<file path="src/rtl/cpu19_pkg.sv">
// Shared definitions for the cpu19 register-file write path.
//   DATA_W     : register data width
//   REG_ADDR_W : register index width
//   NUM_REGS   : number of architectural registers (x0 hardwired to zero)
//   wb_req_t   : one pending register write (destination + data)
//   reg_bit()  : one-hot register mask for an index, x0 always masked off
package cpu19_pkg;

    localparam int unsigned DATA_W     = 19;
    localparam int unsigned REG_ADDR_W = 4;
    localparam int unsigned NUM_REGS   = 1 << REG_ADDR_W;

    typedef struct packed {
        logic [REG_ADDR_W-1:0] rd;
        logic [DATA_W-1:0]     data;
    } wb_req_t;

    function automatic logic [NUM_REGS-1:0] reg_bit(input logic [REG_ADDR_W-1:0] rd);
        logic [NUM_REGS-1:0] mask;
        mask     = '0;
        mask[rd] = (rd != '0);
        return mask;
    endfunction

endpackage

</file>
<file path="src/rtl/wb_fifo.sv">
// Small synchronous FIFO holding long-latency results that lost write-port arbitration.
// Pointers carry one extra wrap bit so full and empty are told apart without a counter.
//   clk, reset_n : clock, asynchronous active-low reset (empties the FIFO)
//   push, wdata  : enqueue wdata (ignored when full)
//   pop          : dequeue the head entry (ignored when empty)
//   head         : current head entry, valid while !empty
//   full, empty  : occupancy flags, derived from registered pointers only
module wb_fifo #(
    parameter int unsigned WIDTH = 23,
    parameter int unsigned DEPTH = 2
) (
    input  logic             clk,
    input  logic             reset_n,
    input  logic             push,
    input  logic [WIDTH-1:0] wdata,
    input  logic             pop,
    output logic [WIDTH-1:0] head,
    output logic             full,
    output logic             empty
);

    localparam int unsigned PTR_W = $clog2(DEPTH);

    logic [PTR_W:0]   wr_q, rd_q;
    logic [WIDTH-1:0] mem_q [DEPTH];
    logic             do_push, do_pop;

    assign empty   = (wr_q == rd_q);
    assign full    = (wr_q[PTR_W] != rd_q[PTR_W]) &&
                     (wr_q[PTR_W-1:0] == rd_q[PTR_W-1:0]);
    assign do_push = push && !full;
    assign do_pop  = pop && !empty;
    assign head    = mem_q[rd_q[PTR_W-1:0]];

    always_ff @(posedge clk or negedge reset_n) begin
        if (!reset_n) begin
            wr_q <= '0;
            rd_q <= '0;
        end else begin
            if (do_push) wr_q <= wr_q + 1'b1;
            if (do_pop)  rd_q <= rd_q + 1'b1;
        end
    end

    // Storage needs no reset: entries are only read between push and pop.
    always_ff @(posedge clk) begin
        if (do_push) mem_q[wr_q[PTR_W-1:0]] <= wdata;
    end

endmodule

</file>
<file path="src/rtl/regfile_wb_ctrl.sv">
// Write-side controller for the 16 x 19-bit register file (single write port, x0 = 0).
// Merges ALU results (highest priority, no backpressure) and long-latency LSU results
// onto the registered write port; losing LSU results wait in wb_fifo in arrival order.
// Tracks in-flight long destinations in busy_mask and flags write-after-write hazards.
//   clk, reset_n                    : clock, asynchronous active-low reset
//   alu_valid/alu_rd/alu_data       : single-cycle result
//   lsu_valid/lsu_ready/lsu_rd/...  : long-latency result handshake
//   iss_valid/iss_rd                : long op issued, marks iss_rd busy
//   busy_mask                       : registers with a long result still pending
//   wb_regwrite/wb_rd/wb_data       : registered register-file write port
//   err_waw                         : sticky write-after-write violation
// Data/address widths must match cpu19_pkg, whose wb_req_t carries queued results.
module regfile_wb_ctrl #(
    parameter int unsigned DATA_W     = 19,
    parameter int unsigned ADDR_W     = 4,
    parameter int unsigned FIFO_DEPTH = 2
) (
    input  logic                    clk,
    input  logic                    reset_n,
    input  logic                    alu_valid,
    input  logic [ADDR_W-1:0]       alu_rd,
    input  logic [DATA_W-1:0]       alu_data,
    input  logic                    lsu_valid,
    output logic                    lsu_ready,
    input  logic [ADDR_W-1:0]       lsu_rd,
    input  logic [DATA_W-1:0]       lsu_data,
    input  logic                    iss_valid,
    input  logic [ADDR_W-1:0]       iss_rd,
    output logic [(2**ADDR_W)-1:0]  busy_mask,
    output logic                    wb_regwrite,
    output logic [ADDR_W-1:0]       wb_rd,
    output logic [DATA_W-1:0]       wb_data,
    output logic                    err_waw
);

    import cpu19_pkg::*;

    localparam int unsigned NREGS  = 2**ADDR_W;
    localparam int unsigned REQ_W  = $bits(wb_req_t);

    wb_req_t            alu_req, lsu_req, head_req, sel_req;
    logic [REQ_W-1:0]   head_bits;
    logic               fifo_full, fifo_empty;
    logic               lsu_acc, push, pop;
    logic               sel_valid, sel_long;

    logic               wb_regwrite_q, wb_long_q;
    logic [ADDR_W-1:0]  wb_rd_q;
    logic [DATA_W-1:0]  wb_data_q;
    logic [NREGS-1:0]   busy_q, busy_d;
    logic               err_q, err_d;

    assign alu_req.rd   = alu_rd;
    assign alu_req.data = alu_data;
    assign lsu_req.rd   = lsu_rd;
    assign lsu_req.data = lsu_data;
    assign head_req     = wb_req_t'(head_bits);

    // Depends on FIFO state only, so no path from lsu_valid.
    assign lsu_ready = !fifo_full;
    assign lsu_acc   = lsu_valid && !fifo_full;

    wb_fifo #(
        .WIDTH (REQ_W),
        .DEPTH (FIFO_DEPTH)
    ) u_fifo (
        .clk     (clk),
        .reset_n (reset_n),
        .push    (push),
        .wdata   (REQ_W'(lsu_req)),
        .pop     (pop),
        .head    (head_bits),
        .full    (fifo_full),
        .empty   (fifo_empty)
    );

    // Source priority: ALU, then FIFO head, then a same-cycle LSU bypass. The FIFO head
    // beats a fresh LSU result so long results never overtake each other.
    always_comb begin
        sel_valid = 1'b0;
        sel_long  = 1'b0;
        sel_req   = alu_req;
        pop       = 1'b0;
        if (alu_valid) begin
            sel_valid = 1'b1;
        end else if (!fifo_empty) begin
            sel_valid = 1'b1;
            sel_long  = 1'b1;
            sel_req   = head_req;
            pop       = 1'b1;
        end else if (lsu_acc) begin
            sel_valid = 1'b1;
            sel_long  = 1'b1;
            sel_req   = lsu_req;
        end
        push = lsu_acc && (alu_valid || !fifo_empty);
    end

    // rd=0 results are consumed but never reach the register file.
    always_ff @(posedge clk or negedge reset_n) begin
        if (!reset_n) begin
            wb_regwrite_q <= 1'b0;
            wb_long_q     <= 1'b0;
            wb_rd_q       <= '0;
            wb_data_q     <= '0;
        end else begin
            wb_regwrite_q <= sel_valid && (sel_req.rd != '0);
            wb_long_q     <= sel_long;
            if (sel_valid && (sel_req.rd != '0)) begin
                wb_rd_q   <= sel_req.rd;
                wb_data_q <= sel_req.data;
            end
        end
    end

    // A long result clears its bit at the edge that commits it to the register file;
    // a same-edge issue to that register re-sets it.
    always_comb begin
        busy_d = busy_q;
        if (wb_regwrite_q && wb_long_q) busy_d = busy_d & ~reg_bit(wb_rd_q);
        if (iss_valid)                  busy_d = busy_d | reg_bit(iss_rd);
        busy_d[0] = 1'b0;

        err_d = err_q;
        if (iss_valid && busy_q[iss_rd])                         err_d = 1'b1;
        if (alu_valid && (alu_rd != '0) && busy_q[alu_rd])       err_d = 1'b1;
        if (lsu_acc && !busy_q[lsu_rd])                          err_d = 1'b1;
    end

    always_ff @(posedge clk or negedge reset_n) begin
        if (!reset_n) begin
            busy_q <= '0;
            err_q  <= 1'b0;
        end else begin
            busy_q <= busy_d;
            err_q  <= err_d;
        end
    end

    assign busy_mask   = busy_q;
    assign wb_regwrite = wb_regwrite_q;
    assign wb_rd       = wb_rd_q;
    assign wb_data     = wb_data_q;
    assign err_waw     = err_q;

endmodule

</file>
<file path="config.mk">
export PLATFORM = sky130hd
export DESIGN_NAME = regfile_wb_ctrl
export DESIGN_NICKNAME = d
export VERILOG_FILES = /design/src/rtl/cpu19_pkg.sv /design/src/rtl/wb_fifo.sv /design/src/rtl/regfile_wb_ctrl.sv
export SDC_FILE = /design/constraint.sdc
export NUM_CORES = 1
export LEC_CHECK = 0
export ABC_AREA = 1
export BUFFER_PORTS_ARGS = -buffer_cell sky130_fd_sc_hd__buf_2
export CAP_MARGIN = 20
export CORE_MARGIN = 2
export CORE_UTILIZATION = 55
export CTS_BUF_LIST = sky130_fd_sc_hd__clkbuf_4 sky130_fd_sc_hd__clkbuf_8
export DETAILED_ROUTE_END_ITERATION = 16
export PLACE_DENSITY = 0.78
export SLEW_MARGIN = 20
export SYNTH_ARGS = -nofsm -noshare
export SYNTH_HDL_FRONTEND = slang
export SYNTH_SLANG_ARGS = --single-unit
</file>
<file path="constraint.sdc">
create_clock -name clk -period 3.6 [get_ports clk]
set_clock_uncertainty 0.2 [all_clocks]
set_input_delay 0 -clock clk [delete_from_list [all_inputs] [get_ports clk]]
set_output_delay 0 -clock clk [all_outputs]
set_load 0.05 [all_outputs]
</file>
==> results of run 1 <==
==> logic make-up (layout without fill, tap and decap cells) <==
family          after synthesis  in the layout  share of synthesized area (%)
buf+inv                      85            231                          7.712
flops                        91             91                          52.57
xor+xnor                      3              3                         0.5510
simple gates                222            222                          20.72
compound gates              111            111                          14.38
other cells                   1              1                        0.07862
mux                          19             19                          3.987
==> metal layers <==
| layer | routed length, um | up-vias | global-route usage, % |
|---|---|---|---|
| met5 | 0 | - | 0 |
| li1 | - | 2085 | - |
| met4 | 335 | 0 | 10.51 |
| met2 | 6639 | 250 | 47.97 |
| met1 | 5506 | 2104 | 38.58 |
| met3 | 1083 | 41 | 3.741 |
==> layout by cell type (no fill, tap or decap), types with 3 or more instances in the layout <==
cell type	count
a21oi_1	13
a22oi_1	4
buf_2	94
buf_4	5
clkbuf_8	9
dfrtp_1	45
dlygate4sd3_1	56
edfxtp_1	46
inv_1	58
inv_6	3
mux2i_1	19
nand2_1	137
nand2_2	11
nand2_4	5
nand3_1	43
nor2_1	14
nor2_2	5
o211ai_1	41
o21ai_0	45
o31ai_1	3
xor2_1	3
==> repair_timing <==
action | in CTS | in global routing
hold buffers | 56 | 0
endpoints found under the hold margin | 128 | 0
setup buffers | 0 | 0
==> how the worst min path moves through the flow <==
stage                start                      endpoint  cells after the start
2_1_floorplan      reset_n       busy_mask[10]$_DFF_PN0_                      0
6_report           reset_n        busy_mask[5]$_DFF_PN0_                      2
4_1_cts          alu_rd[1]          wb_rd[1]$_DFFE_PN0P_                      7
5_1_grt            reset_n        wb_data[3]$_DFFE_PN0P_                      2
3_3_place_gp   lsu_data[7]  u_fifo.mem_q[1][7]$_DFFE_PP_                      1
3_5_place_dp   lsu_data[0]  u_fifo.mem_q[0][0]$_DFFE_PP_                      1
==> flip-flops by register name (all words and copies together), names as in the netlist <==
name / flops
wb_regwrite: 1
u_fifo.rd_q: 2
u_fifo.wr_q: 2
wb_data: 19
wb_rd: 4
busy_mask: 15
err_waw: 1
wb_long_q: 1
u_fifo.mem_q: 46
==> through the flow <==
stage                     power [mW]  hold WS (ns)  area, sq um  util, %  setup slack (ns)
final                          5.130      -0.01869         6017    72.50            0.8353
after global placement         4.296      0.008943         5271    63.52            0.8598
after global routing           5.405       0.06076         6017    72.50            0.6304
after CTS                      5.091      0.001948         6015    72.47            0.8146
after floorplan                3.718       -0.4956         4770        -            0.6755
after detailed placement       4.364      0.009831         5271    63.52            0.8296
==> power by group through the flow <==
stage	clock (mW)	sequential [mW]	combinational, mW
3_5_place_dp	0	1.82	2.54
6_report	0.666	1.82	2.64
3_3_place_gp	0	1.81	2.49
2_1_floorplan	0	2.50	1.22
5_1_grt	0.721	1.85	2.83
4_1_cts	0.667	1.80	2.62
==> worst max-delay path: cells and delay by family (launching register included) <==
kind / cells / cell delay (ns)
buffers and inverters: 2 / 0.45
flip-flops: 1 / 0.42
AND/OR/NAND/NOR: 6 / 1.37
==> final cells by class <==
| class | instances | area (sq um) | area share [%] |
|---|---|---|---|
| Clock buffer | 9 | 123.9 | 2.059 |
| Clock inverter | 7 | 58.81 | 0.9773 |
| Inverter | 60 | 227.7 | 3.785 |
| Multi-Input combinational cell | 356 | 1899 | 31.57 |
| Sequential cell | 91 | 2507 | 41.67 |
| Tap cell | 105 | 131.4 | 2.183 |
| Timing Repair Buffer | 155 | 1069 | 17.76 |
==> results.md, run 1 <==
- R2R Path End: u_fifo.mem_q[1][14]$_DFFE_PP_
- # clock sinks: 91
- Pwr/cell area: 852.6 mW/mm^2
- FF+latch count, synth: 91
- Total GRT Usage: 28.68%
- Net switching power: 2.638 mW
- Fin crit period: 2.765 ns
- Clk pwr share: 13.0%
- Cell Rows: 33
- Area grow syn2layout: 26.15%
- Crit path DAT: 2.61 ns
- H-tree depth: 3
- Gpl congestion: 0.9353
- Layout cells sized above 1: 20.80%
- HP Class: in2async
- MaxCap Viol Count: 0
- Final hold slack: -0.01869 ns
- CTS tree: done
- Period utilization: 76.80%
- Main synth FF type: edfxtp_1
- Total I/O pin count: 97
- Worst Path Max Fanout: 44
- Final WL: 13570 um
- Port bufs: 95
- Vias in the first global route: 4372
- Drc violations: 0
- Mapped Cells: 532
- Reg power frac: 35.5%
- Largest net degree at the start of global routing: 46
- Comb power frac: 51.5%
- Fin. max-slew vios: 0
- Asr flop ratio synth: 49.45%
- Crit-path cells: inv_1 -> nand2_1 -> nand2_1 -> nand2_4 -> nand2_4 -> or2_2 -> nor2_2 -> buf_4
- Post_cts resized: 0
- Max VDD drop: 0.7538 mV
- Final-report hold violation count: 9
- Antenna violations before repair: 0
- Starting Density: 57.47%
- Failing checks: hold timing
- CP Launch Type: flop
- CTS Root Cell: clkbuf_8
- Initial DRT Pass Iterations: 6
- Outcome: finished, violations left
- Highest achievable clock rate: 361.7 MHz
- FF-to-FF path depth: 8
- Antenna viol nets, final: 0
- P_int: 2.492 mW
- Die ar.: 0.009433 sq mm
- Critical path launch point: u_fifo.rd_q[1]$_DFFE_PN0P_
- Switch share: 51.43%
- Worst r2r src: u_fifo.rd_q[1]$_DFFE_PN0P_
- Commonest cells post-synth: nand2_1, inv_1, edfxtp_1, dfrtp_1, o21ai_0
- Core Region: 0.008299 sq mm
- Static leakage: 2.816 nW
- Via/cell ratio: 5.722
- R2R setup slack: 0.84 ns
- Final setup vio count: 0
- First-pass GRT wire length: 21600 um
- Slew @ Worst Pin: 0.7935 ns
- Deepest clock path buffer count: 2
- WL/cell: 17.33 um
- Post-Syn Area: 0.004770 sq mm
- Clock Latency Late Sink: 0.36 ns
- Max incr delay on CP: 0.44 ns
- Final global-route overflow total: 0
- CP required: 3.45 ns
- Cells after DPL: 711
- RSZ-0062 raised after global routing: false
- Area contributors post-synth: edfxtp_1, dfrtp_1, nand2_1, o211ai_1, o21ai_0
- Top-count cell post-synth: nand2_1
- Crit path capture type: flop
- Vias: 4480
- Rel. slew slack: 46.97%
- Setup TNS: 0 ns
- # diodes: 0
- Die H: 97.13 um
- Post-Syn Area per Cell: 8.965 sq um
- Post-Synthesis Net Count: 587
- Warnings from Yosys: 0
- Post-synth EDFFs: 46
- Clock-pin slew on the worst setup and hold paths: 0.09 ns
- Yosys top cell area share: 28.96%
- DP Wirelength: 8652 um
- Fill cells: 608
- Setup CP Type: reg2reg
- DRT iter0 DRCs: 341
- Seq/Total Area, Yosys: 52.57%
- Die W: 97.13 um
- Unique masters post-synth: 33
- Nets: 728
- Worst path slowest cell: or2_2
- Largest area contributor in the netlist: edfxtp_1
- Num CTS Buffers: 9
- Worst Setup EP: u_fifo.mem_q[1][14]$_DFFE_PP_
- Finished Layout Cells: 783
Note: power is estimated with default switching activity, not from simulation.
==> inputs of run 2 (changes only) <==
==> constraint.sdc (replaced) <==
create_clock -name clk -period 2.7 [get_ports clk]
set_clock_uncertainty 0.2 [all_clocks]
set_input_delay 0 -clock clk [delete_from_list [all_inputs] [get_ports clk]]
set_output_delay 0 -clock clk [all_outputs]
set_load 0.05 [all_outputs]
==> results.md, run 2 (synthesis results as in run 1) <==
- Vias: 4481
- First-pass GRT wire length: 22350 um
- DP Wirelength: 8825 um
- Max incr delay on CP: 0.54 ns
- Total I/O pin count: 97
- Die H: 97.13 um
- Deepest clock path buffer count: 2
- CP required: 2.52 ns
- Final global-route overflow total: 0
- MaxCap Viol Count: 0
- WL/cell: 17.22 um
- Pwr/cell area: 1134 mW/mm^2
- Nets: 734
- Antenna violations before repair: 0
- Commonest cells after routing, fill and taps aside: nand2_1, buf_2, inv_1
- Via/cell ratio: 5.679
- Clock Latency Late Sink: 0.36 ns
- Area grow syn2layout: 27.26%
- Highest achievable clock rate: 429.1 MHz
- Layout cells sized above 1: 21.78%
- DRT iter0 DRCs: 387
- Rel. slew slack: 59.06%
- Die ar.: 0.009433 sq mm
- Setup CP Type: reg2reg
- # diodes: 0
- Clock-pin slew on the worst setup and hold paths: 0.10 ns
- Max VDD drop: 0.9195 mV
- Final WL: 13590 um
- Largest net degree at the start of global routing: 46
- Vias in the first global route: 4535
- Period utilization: 86.32%
- Most common cell on crit path: nand2_4
- H-tree depth: 3
- Final hold slack: -0.01268 ns
- RSZ-0062 raised after global routing: false
- Antenna viol nets, final: 0
- Outcome: finished, violations left
- HP Class: in2async
- Fin. max-slew vios: 0
- Gpl congestion: 0.9642
- Final-report hold violation count: 15
- Fin crit period: 2.331 ns
- Slew @ Worst Pin: 0.6140 ns
- R2R setup slack: 0.37 ns
- Worst Path Max Fanout: 24
- Num CTS Buffers: 9
- Failing checks: hold timing
- Finished Layout Cells: 789
- Final setup vio count: 0
- Cell Rows: 33
- CTS Root Cell: clkbuf_8
- Initial DRT Pass Iterations: 6
- Starting Density: 57.47%
- Static leakage: 2.847 nW
- Drc violations: 0
- # clock sinks: 91
- Core Region: 0.008299 sq mm
- Crit-path cells: inv_4 -> nand2_2 -> nand2_4 -> nand2_4 -> nand2_4 -> or2_2 -> nor2_2 -> buf_4
- Port bufs: 95
- CTS tree: done
- Worst path slowest cell: dfrtp_1
- CP Launch Type: flop
- Crit path DAT: 2.15 ns
- Cells after DPL: 716
- Crit path capture type: flop
- Die W: 97.13 um
- Largest register FFs: 46
- Most common cell after layout, fill and taps aside: nand2_1
- Total GRT Usage: 29.44%
- Setup TNS: 0 ns
## run 2: final cells by class
class,instances,area (sq um)
inverters,60,227.7
well taps,105,131.4
fillers,618,2230
clock buffers,9,123.9
flip-flops and latches,91,2509
multi-input cells,356,1903
clock inverters,7,61.31
repair buffers,161,1114
## run 2: worst paths after layout
| kind | start | to | depth (start not counted) |
|---|---|---|---|
| worst max-delay path | u_fifo.rd_q[0]$_DFFE_PN0P_ | u_fifo.mem_q[1][18]$_DFFE_PP_ | 8 |
| worst min-delay path | reset_n | busy_mask[5]$_DFF_PN0_ | 2 |
| worst max register to register | u_fifo.rd_q[0]$_DFFE_PN0P_ | u_fifo.mem_q[1][18]$_DFFE_PP_ | 8 |
| worst min register to register | wb_data[8]$_DFFE_PN0P_ | wb_data[8]$_DFFE_PN0P_ | 2 |
| max in group asynchronous | reset_n | busy_mask[10]$_DFF_PN0_ | 2 |
| min in group clk | alu_rd[1] | wb_rd[1]$_DFFE_PN0P_ | 7 |
## run 2: what timing repair did
| item | 4_1_cts | 5_1_grt |
|---|---|---|
| endpoints found under the setup margin | 0 | 1 |
| setup buffers | 0 | 1 |
| endpoints found under the hold margin | 130 | 0 |
| hold buffers | 57 | 0 |
| resized for setup | 0 | 3 |
## run 2: layer usage
layer | GRT usage (%) | routed length, um | vias to the layer above
met2 | 48.24 | 6420 | 264
met1 | 41.56 | 5742 | 2090
met4 | 8.559 | 248 | 0
li1 | - | - | 2102
met5 | 0 | 0 | -
met3 | 3.669 | 1179 | 25
## run 2: power breakdown
| group | total [mW] | switching (mW) | internal [mW] |
|---|---|---|---|
| Clock | 0.893 | 0.540 | 0.353 |
| Sequential | 2.45 | 0.424 | 2.02 |
| Combinational | 3.54 | 2.55 | 0.995 |
## run 2: metrics by stage
step	setup slack [ns]	util, %	total power, mW	instance area, sq um
floorplan	0.1640	-	4.962	4775
global placement	0.4323	63.97	5.794	5309
detailed placement	0.4053	63.97	5.867	5309
CTS	0.07373	73.07	6.840	6065
global route	0.1611	73.13	7.288	6070
finish	0.3693	73.13	6.880	6070
## run 2: critical path, delay by kind of cell, from the launching register on
family	cells	cell delay, ns
simple gates	6	0.80
flops	1	0.54
buf+inv	2	0.43
